### src/rtl/fetch_request_tracker_pkg.sv
// Shared types for the fetch request tracker: per-request attributes, the
// tracked entry (attributes + stale bit) and the RISC-V control-flow opcode check.
package fetch_request_tracker_pkg;

    localparam int unsigned SUBUNIT_ID_W = 8;

    localparam logic [4:0] JAL_T    = 5'b11011;
    localparam logic [4:0] JALR_T   = 5'b11001;
    localparam logic [4:0] BRANCH_T = 5'b11000;

    typedef struct packed {
        logic [SUBUNIT_ID_W-1:0] subunit_id;
        logic                    address_valid;
        logic                    mmu_fault;
        logic                    predicted;
        logic                    is_branch;
        logic [31:0]             pc_plus_4;
    } fetch_attr_t;

    typedef struct packed {
        fetch_attr_t attr;
        logic        stale;
    } fetch_tracker_entry_t;

    function automatic logic is_branch_or_jump(input logic [31:0] instruction);
        logic [4:0] opcode;
        opcode = instruction[6:2];
        return (opcode == JAL_T) || (opcode == JALR_T) || (opcode == BRANCH_T);
    endfunction

endpackage

### src/rtl/fetch_request_tracker_buffer.sv
// Circular storage for outstanding fetch requests: pointers, occupancy count
// and per-entry stale marking so any number of back-to-back flushes is handled.
module fetch_request_tracker_buffer
    import fetch_request_tracker_pkg::*;
#(
    parameter int unsigned DEPTH = 4
) (
    input  logic                       clk,
    input  logic                       rst_n,
    input  logic                       push,
    input  fetch_attr_t                push_attr,
    input  logic                       pop,
    input  logic                       flush,
    output fetch_tracker_entry_t       head_entry,
    output logic                       head_valid,
    output logic                       full,
    output logic [$clog2(DEPTH):0]     count,
    output logic [$clog2(DEPTH):0]     count_next
);
    localparam int unsigned PTR_W = $clog2(DEPTH);

    fetch_attr_t        attr_q [DEPTH];
    logic [DEPTH-1:0]   stale_q, stale_d;
    logic [PTR_W-1:0]   head_q, head_d;
    logic [PTR_W-1:0]   tail_q, tail_d;
    logic [PTR_W:0]     count_q, count_d;

    always_comb begin
        head_d  = head_q;
        tail_d  = tail_q;
        count_d = count_q;
        stale_d = stale_q;
        if (pop) begin
            head_d = head_q + PTR_W'(1);
        end
        if (push) begin
            tail_d          = tail_q + PTR_W'(1);
            stale_d[tail_q] = 1'b0;
        end
        // A flush poisons everything that survives the edge, including this cycle's push.
        if (flush) begin
            stale_d = '1;
        end
        case ({push, pop})
            2'b10:   count_d = count_q + (PTR_W+1)'(1);
            2'b01:   count_d = count_q - (PTR_W+1)'(1);
            default: count_d = count_q;
        endcase
    end

    always_ff @(posedge clk) begin
        if (!rst_n) begin
            head_q  <= '0;
            tail_q  <= '0;
            count_q <= '0;
            stale_q <= '0;
        end else begin
            head_q  <= head_d;
            tail_q  <= tail_d;
            count_q <= count_d;
            stale_q <= stale_d;
        end
    end

    always_ff @(posedge clk) begin
        if (push) begin
            attr_q[tail_q] <= push_attr;
        end
    end

    always_comb begin
        head_entry.attr  = attr_q[head_q];
        head_entry.stale = stale_q[head_q];
    end

    assign head_valid = (count_q != '0);
    assign full       = (count_q == (PTR_W+1)'(DEPTH));
    assign count      = count_q;
    assign count_next = count_d;

endmodule

### src/rtl/fetch_request_tracker.sv
// In-order tracker for outstanding instruction fetches: retires the head entry,
// steers sub-unit data to decode, detects predictor corruption and gates ifences.
module fetch_request_tracker
    import fetch_request_tracker_pkg::*;
#(
    parameter int unsigned MAX_OUTSTANDING          = 4,
    parameter int unsigned NUM_SUB_UNITS            = 3,
    parameter bit          INCLUDE_CORRUPTION_CHECK = 1'b1,
    localparam int unsigned SUB_W = (NUM_SUB_UNITS > 1) ? $clog2(NUM_SUB_UNITS) : 1,
    localparam int unsigned CNT_W = $clog2(MAX_OUTSTANDING) + 1
) (
    input  logic                           clk,
    input  logic                           rst_n,
    input  logic                           req_push,
    input  logic [SUB_W-1:0]               req_subunit_id,
    input  logic                           req_address_valid,
    input  logic                           req_mmu_fault,
    input  logic                           req_predicted,
    input  logic                           req_is_branch,
    input  logic [31:0]                    req_pc_plus_4,
    input  logic                           gc_fetch_flush,
    input  logic                           ifence_req,
    input  logic [NUM_SUB_UNITS-1:0]       unit_data_valid,
    input  logic [NUM_SUB_UNITS-1:0][31:0] unit_data,
    output logic                           full,
    output logic [CNT_W-1:0]               inflight_count,
    output logic                           fetch_complete,
    output logic                           fetch_ok,
    output logic                           fetch_mmu_fault,
    output logic [31:0]                    fetch_instruction,
    output logic                           early_branch_flush,
    output logic                           early_branch_flush_ras_adjust,
    output logic [31:0]                    early_flush_pc,
    output logic                           issue_hold,
    output logic                           ifence_start
);
    fetch_attr_t            push_attr;
    fetch_tracker_entry_t   head;
    logic                   head_valid;
    logic                   push_accept;
    logic                   pop;
    logic                   flush;
    logic [CNT_W-1:0]       count_next;
    logic [NUM_SUB_UNITS-1:0] head_unit_mask;
    logic                   head_unit_valid;
    logic                   ifence_pending_q, ifence_pending_d;

    always_comb begin
        push_attr.subunit_id    = SUBUNIT_ID_W'(req_subunit_id);
        push_attr.address_valid = req_address_valid;
        push_attr.mmu_fault     = req_mmu_fault;
        push_attr.predicted     = req_predicted;
        push_attr.is_branch     = req_is_branch;
        push_attr.pc_plus_4     = req_pc_plus_4;
    end

    // The pop frees the head slot at the same edge, so a push at full is legal with a pop.
    assign push_accept = req_push & (~full | pop);

    fetch_request_tracker_buffer #(
        .DEPTH      (MAX_OUTSTANDING)
    ) buffer_i (
        .clk        (clk),
        .rst_n      (rst_n),
        .push       (push_accept),
        .push_attr  (push_attr),
        .pop        (pop),
        .flush      (flush),
        .head_entry (head),
        .head_valid (head_valid),
        .full       (full),
        .count      (inflight_count),
        .count_next (count_next)
    );

    always_comb begin
        head_unit_mask    = '0;
        fetch_instruction = '0;
        for (int i = 0; i < NUM_SUB_UNITS; i++) begin
            if (head.attr.subunit_id == SUBUNIT_ID_W'(i)) begin
                head_unit_mask[i] = head_valid;
                fetch_instruction = unit_data[i];
            end
        end
        head_unit_valid = |(unit_data_valid & head_unit_mask);
    end

    // Stale and invalid/faulted heads retire without waiting for sub-unit data.
    always_comb begin
        fetch_ok        = head_valid & head.attr.address_valid & ~head.attr.mmu_fault;
        pop             = rst_n & head_valid & (head.stale | ~fetch_ok | head_unit_valid);
        fetch_complete  = pop & ~head.stale;
        fetch_mmu_fault = head.attr.mmu_fault;
        early_flush_pc  = head.attr.pc_plus_4;
    end

    always_comb begin
        early_branch_flush            = 1'b0;
        early_branch_flush_ras_adjust = 1'b0;
        if (INCLUDE_CORRUPTION_CHECK) begin
            early_branch_flush = fetch_complete & fetch_ok & head.attr.predicted
                               & ~is_branch_or_jump(fetch_instruction);
            early_branch_flush_ras_adjust = early_branch_flush & head.attr.is_branch;
        end
        flush = gc_fetch_flush | early_branch_flush;
    end

    always_comb begin
        issue_hold       = ifence_pending_q;
        ifence_start     = rst_n & ifence_pending_q & (count_next == '0);
        ifence_pending_d = ifence_pending_q ? ~ifence_start : ifence_req;
    end

    always_ff @(posedge clk) begin
        if (!rst_n) begin
            ifence_pending_q <= 1'b0;
        end else begin
            ifence_pending_q <= ifence_pending_d;
        end
    end

    always @(posedge clk) begin
        if (rst_n) begin
            assert (!(req_push && full && !pop))
                else $error("fetch_request_tracker: push while full");
            assert ((unit_data_valid & ~head_unit_mask) == '0)
                else $error("fetch_request_tracker: spurious sub-unit data");
        end
    end

endmodule

### config.mk
export PLATFORM = sky130hd
export DESIGN_NAME = fetch_request_tracker
export DESIGN_NICKNAME = d
export VERILOG_FILES = /design/src/rtl/fetch_request_tracker_pkg.sv /design/src/rtl/fetch_request_tracker_buffer.sv /design/src/rtl/fetch_request_tracker.sv
export SDC_FILE = /design/constraint.sdc
export NUM_CORES = 1
export LEC_CHECK = 0
export CAP_MARGIN = 20
export CORE_MARGIN = 4
export CORE_UTILIZATION = 45
export CTS_CLUSTER_SIZE = 16
export DETAILED_ROUTE_END_ITERATION = 12
export GPL_TIMING_DRIVEN = 0
export PLACE_DENSITY = 0.78
export REMOVE_ABC_BUFFERS = 1
export SLEW_MARGIN = 5
export SYNTH_ARGS = -nofsm -noshare
export SYNTH_HDL_FRONTEND = slang
export SYNTH_SLANG_ARGS = --single-unit
### constraint.sdc
create_clock -name clk -period 4.7 [get_ports clk]
set_input_delay 0.705 -clock clk [delete_from_list [all_inputs] [get_ports clk]]
set_output_delay 0.705 -clock clk [all_outputs]
set_load 0.1 [all_outputs]
==> out/qor.txt <==
==========================================================================================
Main combinational cell family by area after synthesis ...................... multiplexers
Multiplexer share of the synthesized area ...................................        17.7%
RSZ-0062 raised after global routing ........................................        false
Final critical-path share of the clock period ...............................        95.6%
Launching instance or port of the critical path ............................. buffer_i.attr_q[3][36]
Worst slew pin tran .........................................................      1.02 ns
Fin Clk Skew ................................................................    0.0105 ns
Placed inst area ............................................................     9330 µm²
Flop-to-flop setup slack ....................................................      1.43 ns
Number of hold violations in the final report ...............................            0
Initial antenna violation count .............................................            2
Share of synthesized cell area in full adder, half adder and majority cells .        1.19%
Core Area ...................................................................    15100 µm²
H-Tree Level Count ..........................................................            4
Number of clock sinks seen by CTS ...........................................          166
Clock slew at reported path FFs .............................................      0.07 ns
Simple logic cell fraction of the synthesized area ..........................        3.86%
Number of DRC violations after detailed-routing iteration 0 .................          196
Sequential cell area fraction in the yosys report ...........................        69.9%
Average instance area after synthesis .......................................     17.9 µm²
Yosys warns .................................................................            0
Number of search-and-repair iterations in the first detailed-routing pass ...            4
Data arrival at the endpoint of the critical path ...........................      3.79 ns
Highest-delay cell along the critical path .................................. clkdlybuf4s50_1
Count of cells along the worst hold path ....................................            1
Num CTS Buffers .............................................................           17
Die outline width ...........................................................       132 µm
Fraction of synthesized cell area in xor and xnor cells .....................       0.632%
Combined area of all synthesized cells ......................................     6930 µm²
Post-synthesis cell count ...................................................          388
TritonCTS clock tree ........................................................        built
Post-detailed-route DRC marker count ........................................            0
Count of max-cap constraint violations ......................................            0
Number of global-route vias before repair ...................................         4787
Worst-skew pair later-pin latency ...........................................      0.41 ns
Buffer levels on the longest clock path .....................................            2
Final number of max-transition violations ...................................            0
Hold Crit Start ............................................................. buffer_i.head_q[1]
Min cycle time layout .......................................................      4.50 ns
Data required time at the worst endpoint ....................................      3.99 ns
Delay of the slowest cell on the worst path .................................      1.12 ns
Final estimated routing congestion in global placement ......................        0.825
Final design area excluding fillers .........................................    10100 µm²
Wirelength per Cell .........................................................      21.8 µm
Nature of the critical path endpoint ........................................   output pin
Post-detailed-placement half-perimeter wirelength ...........................     12100 µm
Sequence of cells on the critical path ...................................... mux4_2 -> nor2b_4 -> buf_4 -> o2bb2ai_1 -> o211ai_1 -> o211a_4 -> and2_1 -> clkdlybuf4s50_1
Distinct cell type count of the synthesized netlist .........................           35
Fraction of layout instances using a drive strength above 1 .................        15.9%
Relative slew slack .........................................................        31.6%
Overall fraction of global-route tracks in use ..............................        20.8%
DIE AREA ....................................................................    17500 µm²
Largest net degree at the start of global routing ...........................           27
Total Routed Length .........................................................     17900 µm
Critical register-to-register path endpoint .................................   issue_hold
Y dimension of the die ......................................................       132 µm
Routed via count divided by cell count ......................................         5.35
Global-route wire length before repair ......................................     27600 µm
Post-layout net count .......................................................          770
Clock Root Buffer ...........................................................    clkbuf_16
Startpoint of the lowest-slack register-to-register path .................... buffer_i.attr_q[0][37]
Worst Reg2Reg Path Length in Cells ..........................................           13
Post-synthesis sequential element count .....................................          166
Post-Route Hold Slack .......................................................     0.511 ns
Compound-gate portion of the synthesized area ...............................        4.51%
Maximum clock rate ..........................................................      222 MHz
Result of the run ........................................................... finished, final reports clean
Crit Path Class .............................................................      reg2out
Largest fanout on the critical path .........................................           18
Number of placed I/O pins ...................................................          217
Endpoints failing setup .....................................................            0
Synth-to-layout area growth .................................................        46.3%
Antenna violation net count after detailed routing ..........................            0
Critical Path Start Type ....................................................     register
Total of buffers placed on input and output ports ...........................          216
Count of hold-fix buffers inserted at cts ...................................            0
Initial core utilization ....................................................        45.8%
Worst Hold Class ............................................................      reg2reg
Overflow left after global routing ..........................................            0
Via total after detailed routing ............................................         4412
Rows ........................................................................           45
==========================================================================================
-- worst max-delay path by stage --
stage / to / cells past startpoint / slack [ns]
floorplan: early_branch_flush_ras_adjust / 5 / -1.78
finish: early_branch_flush_ras_adjust / 8 / 0.20
global route: ifence_start / 13 / 0.05
global placement: ifence_start / 12 / -3.29
CTS: ifence_start / 13 / 0.02
detailed placement: ifence_start / 12 / -1.87
-- placed cells by master, fill, tap and decap left out, drive strengths merged, types with 4 or more instances in the layout --
master and n:
nand2b 5, clkdlybuf4s50 215, clkbuf 18, nor2 11, inv 18, mux2i 35, ha 5, o21ai 29
a311o 4, buf 16, bufinv 4, edfxtp 152, dfxtp 14, nor2b 4, mux4 41, nand2 35
-- Yosys cell counts --
cell,instances,area [µm²]
a21oi_1,1,5.00
nand2b_1,5,31.3
a22o_1,1,8.76
o2bb2ai_1,3,26.3
a2bb2oi_2,1,15.0
and4_1,1,8.76
o21ai_1,1,5.00
buf_6,3,33.8
ha_1,5,62.6
o211ai_1,1,7.51
o21ai_0,28,140
o211a_4,1,17.5
nand2_1,35,131
xor2_1,2,17.5
buf_1,3,11.3
buf_4,1,7.51
a21bo_2,1,10.0
buf_2,5,25.0
nor2b_4,1,13.8
dfxtp_1,14,280
a211oi_1,1,7.51
nor2_1,11,41.3
fa_1,1,20.0
edfxtp_1,152,4560
mux2i_1,35,350
nor3_1,2,10.0
xnor2_1,3,26.3
inv_1,13,48.8
and2_1,3,18.8
nor2b_1,2,12.5
a2bb2oi_1,1,8.76
a31oi_4,1,21.3
a311o_1,4,40.0
mux4_2,39,878
clkbuf_1,7,26.3
-- worst max-delay path: cells and delay by family (launching register included) --
| family | cells | cell delay (ns) |
|---|---|---|
| AOI/OAI and AO/OA | 3 | 0.61 |
| DFF | 1 | 0.42 |
| buffers and inverters | 2 | 1.32 |
| and+or+nand+nor | 2 | 0.35 |
| muxes | 1 | 0.69 |
-- through the flow --
step | std cells | setup WS (ns) | setup TNS [ns] | util, %
2_1_floorplan | 369 | -1.78 | -78.90 | -
3_3_place_gp | 773 | -3.29 | -382.76 | 60.9
3_5_place_dp | 778 | -1.87 | -8.48 | 61.6
4_1_cts | 819 | 0.0165 | 0 | 66.7
5_1_grt | 824 | 0.0497 | 0 | 67.0
6_report | 824 | 0.205 | 0 | 67.0
-- final cells by class --
| type | count | area [µm²] |
|---|---|---|
| clock inverter | 13 | 195 |
| multi-input combinational | 193 | 2010 |
| inverter | 13 | 48.8 |
| timing repair buffer | 231 | 2360 |
| sequential | 166 | 4850 |
| fill | 1043 | 5000 |
| clock buffer | 18 | 429 |
| antenna | 2 | 5.00 |
| tap | 188 | 235 |
-- registers in the layout, indices dropped and copies added, names as in the netlist, named ones only --
register          cells
buffer_i.count        3
buffer_i.tail_q       2
buffer_i.attr_q     152
buffer_i.head_q       2
buffer_i.stale_q      4
issue_hold            1
-- repair_timing --
action                                  CTS  global route
pin swaps                                 0             2
resized for setup                        11             3
endpoints found under the setup margin   37             1
setup buffers                             7             3
endpoints found under the hold margin     0             0
cloned                                    3             0
-- kinds of logic (layout without fill, tap and decap cells) --
family                     count (synthesis)  in the layout
and+or+nand+nor                           60             61
xor gates and xnor gates                   5              5
adders and majority gates                  6              6
other                                      0              2
DFF                                      166            166
AOI/OAI and AO/OA                         45             45
buffers and inverters                     32            275
muxes                                     74             76
-- metal layers --
layer,track usage (%),up-vias,part of all wire (%)
li1,-,2005,-
met3,6.83,11,7.0
met4,5.89,0,0.86
met5,0,-,0
met1,22.8,2213,38
met2,38.4,183,54
Power is left out: the tool's default activity adds up to more than one toggle a clock period on the data nets, which glitch-free logic cannot reach.
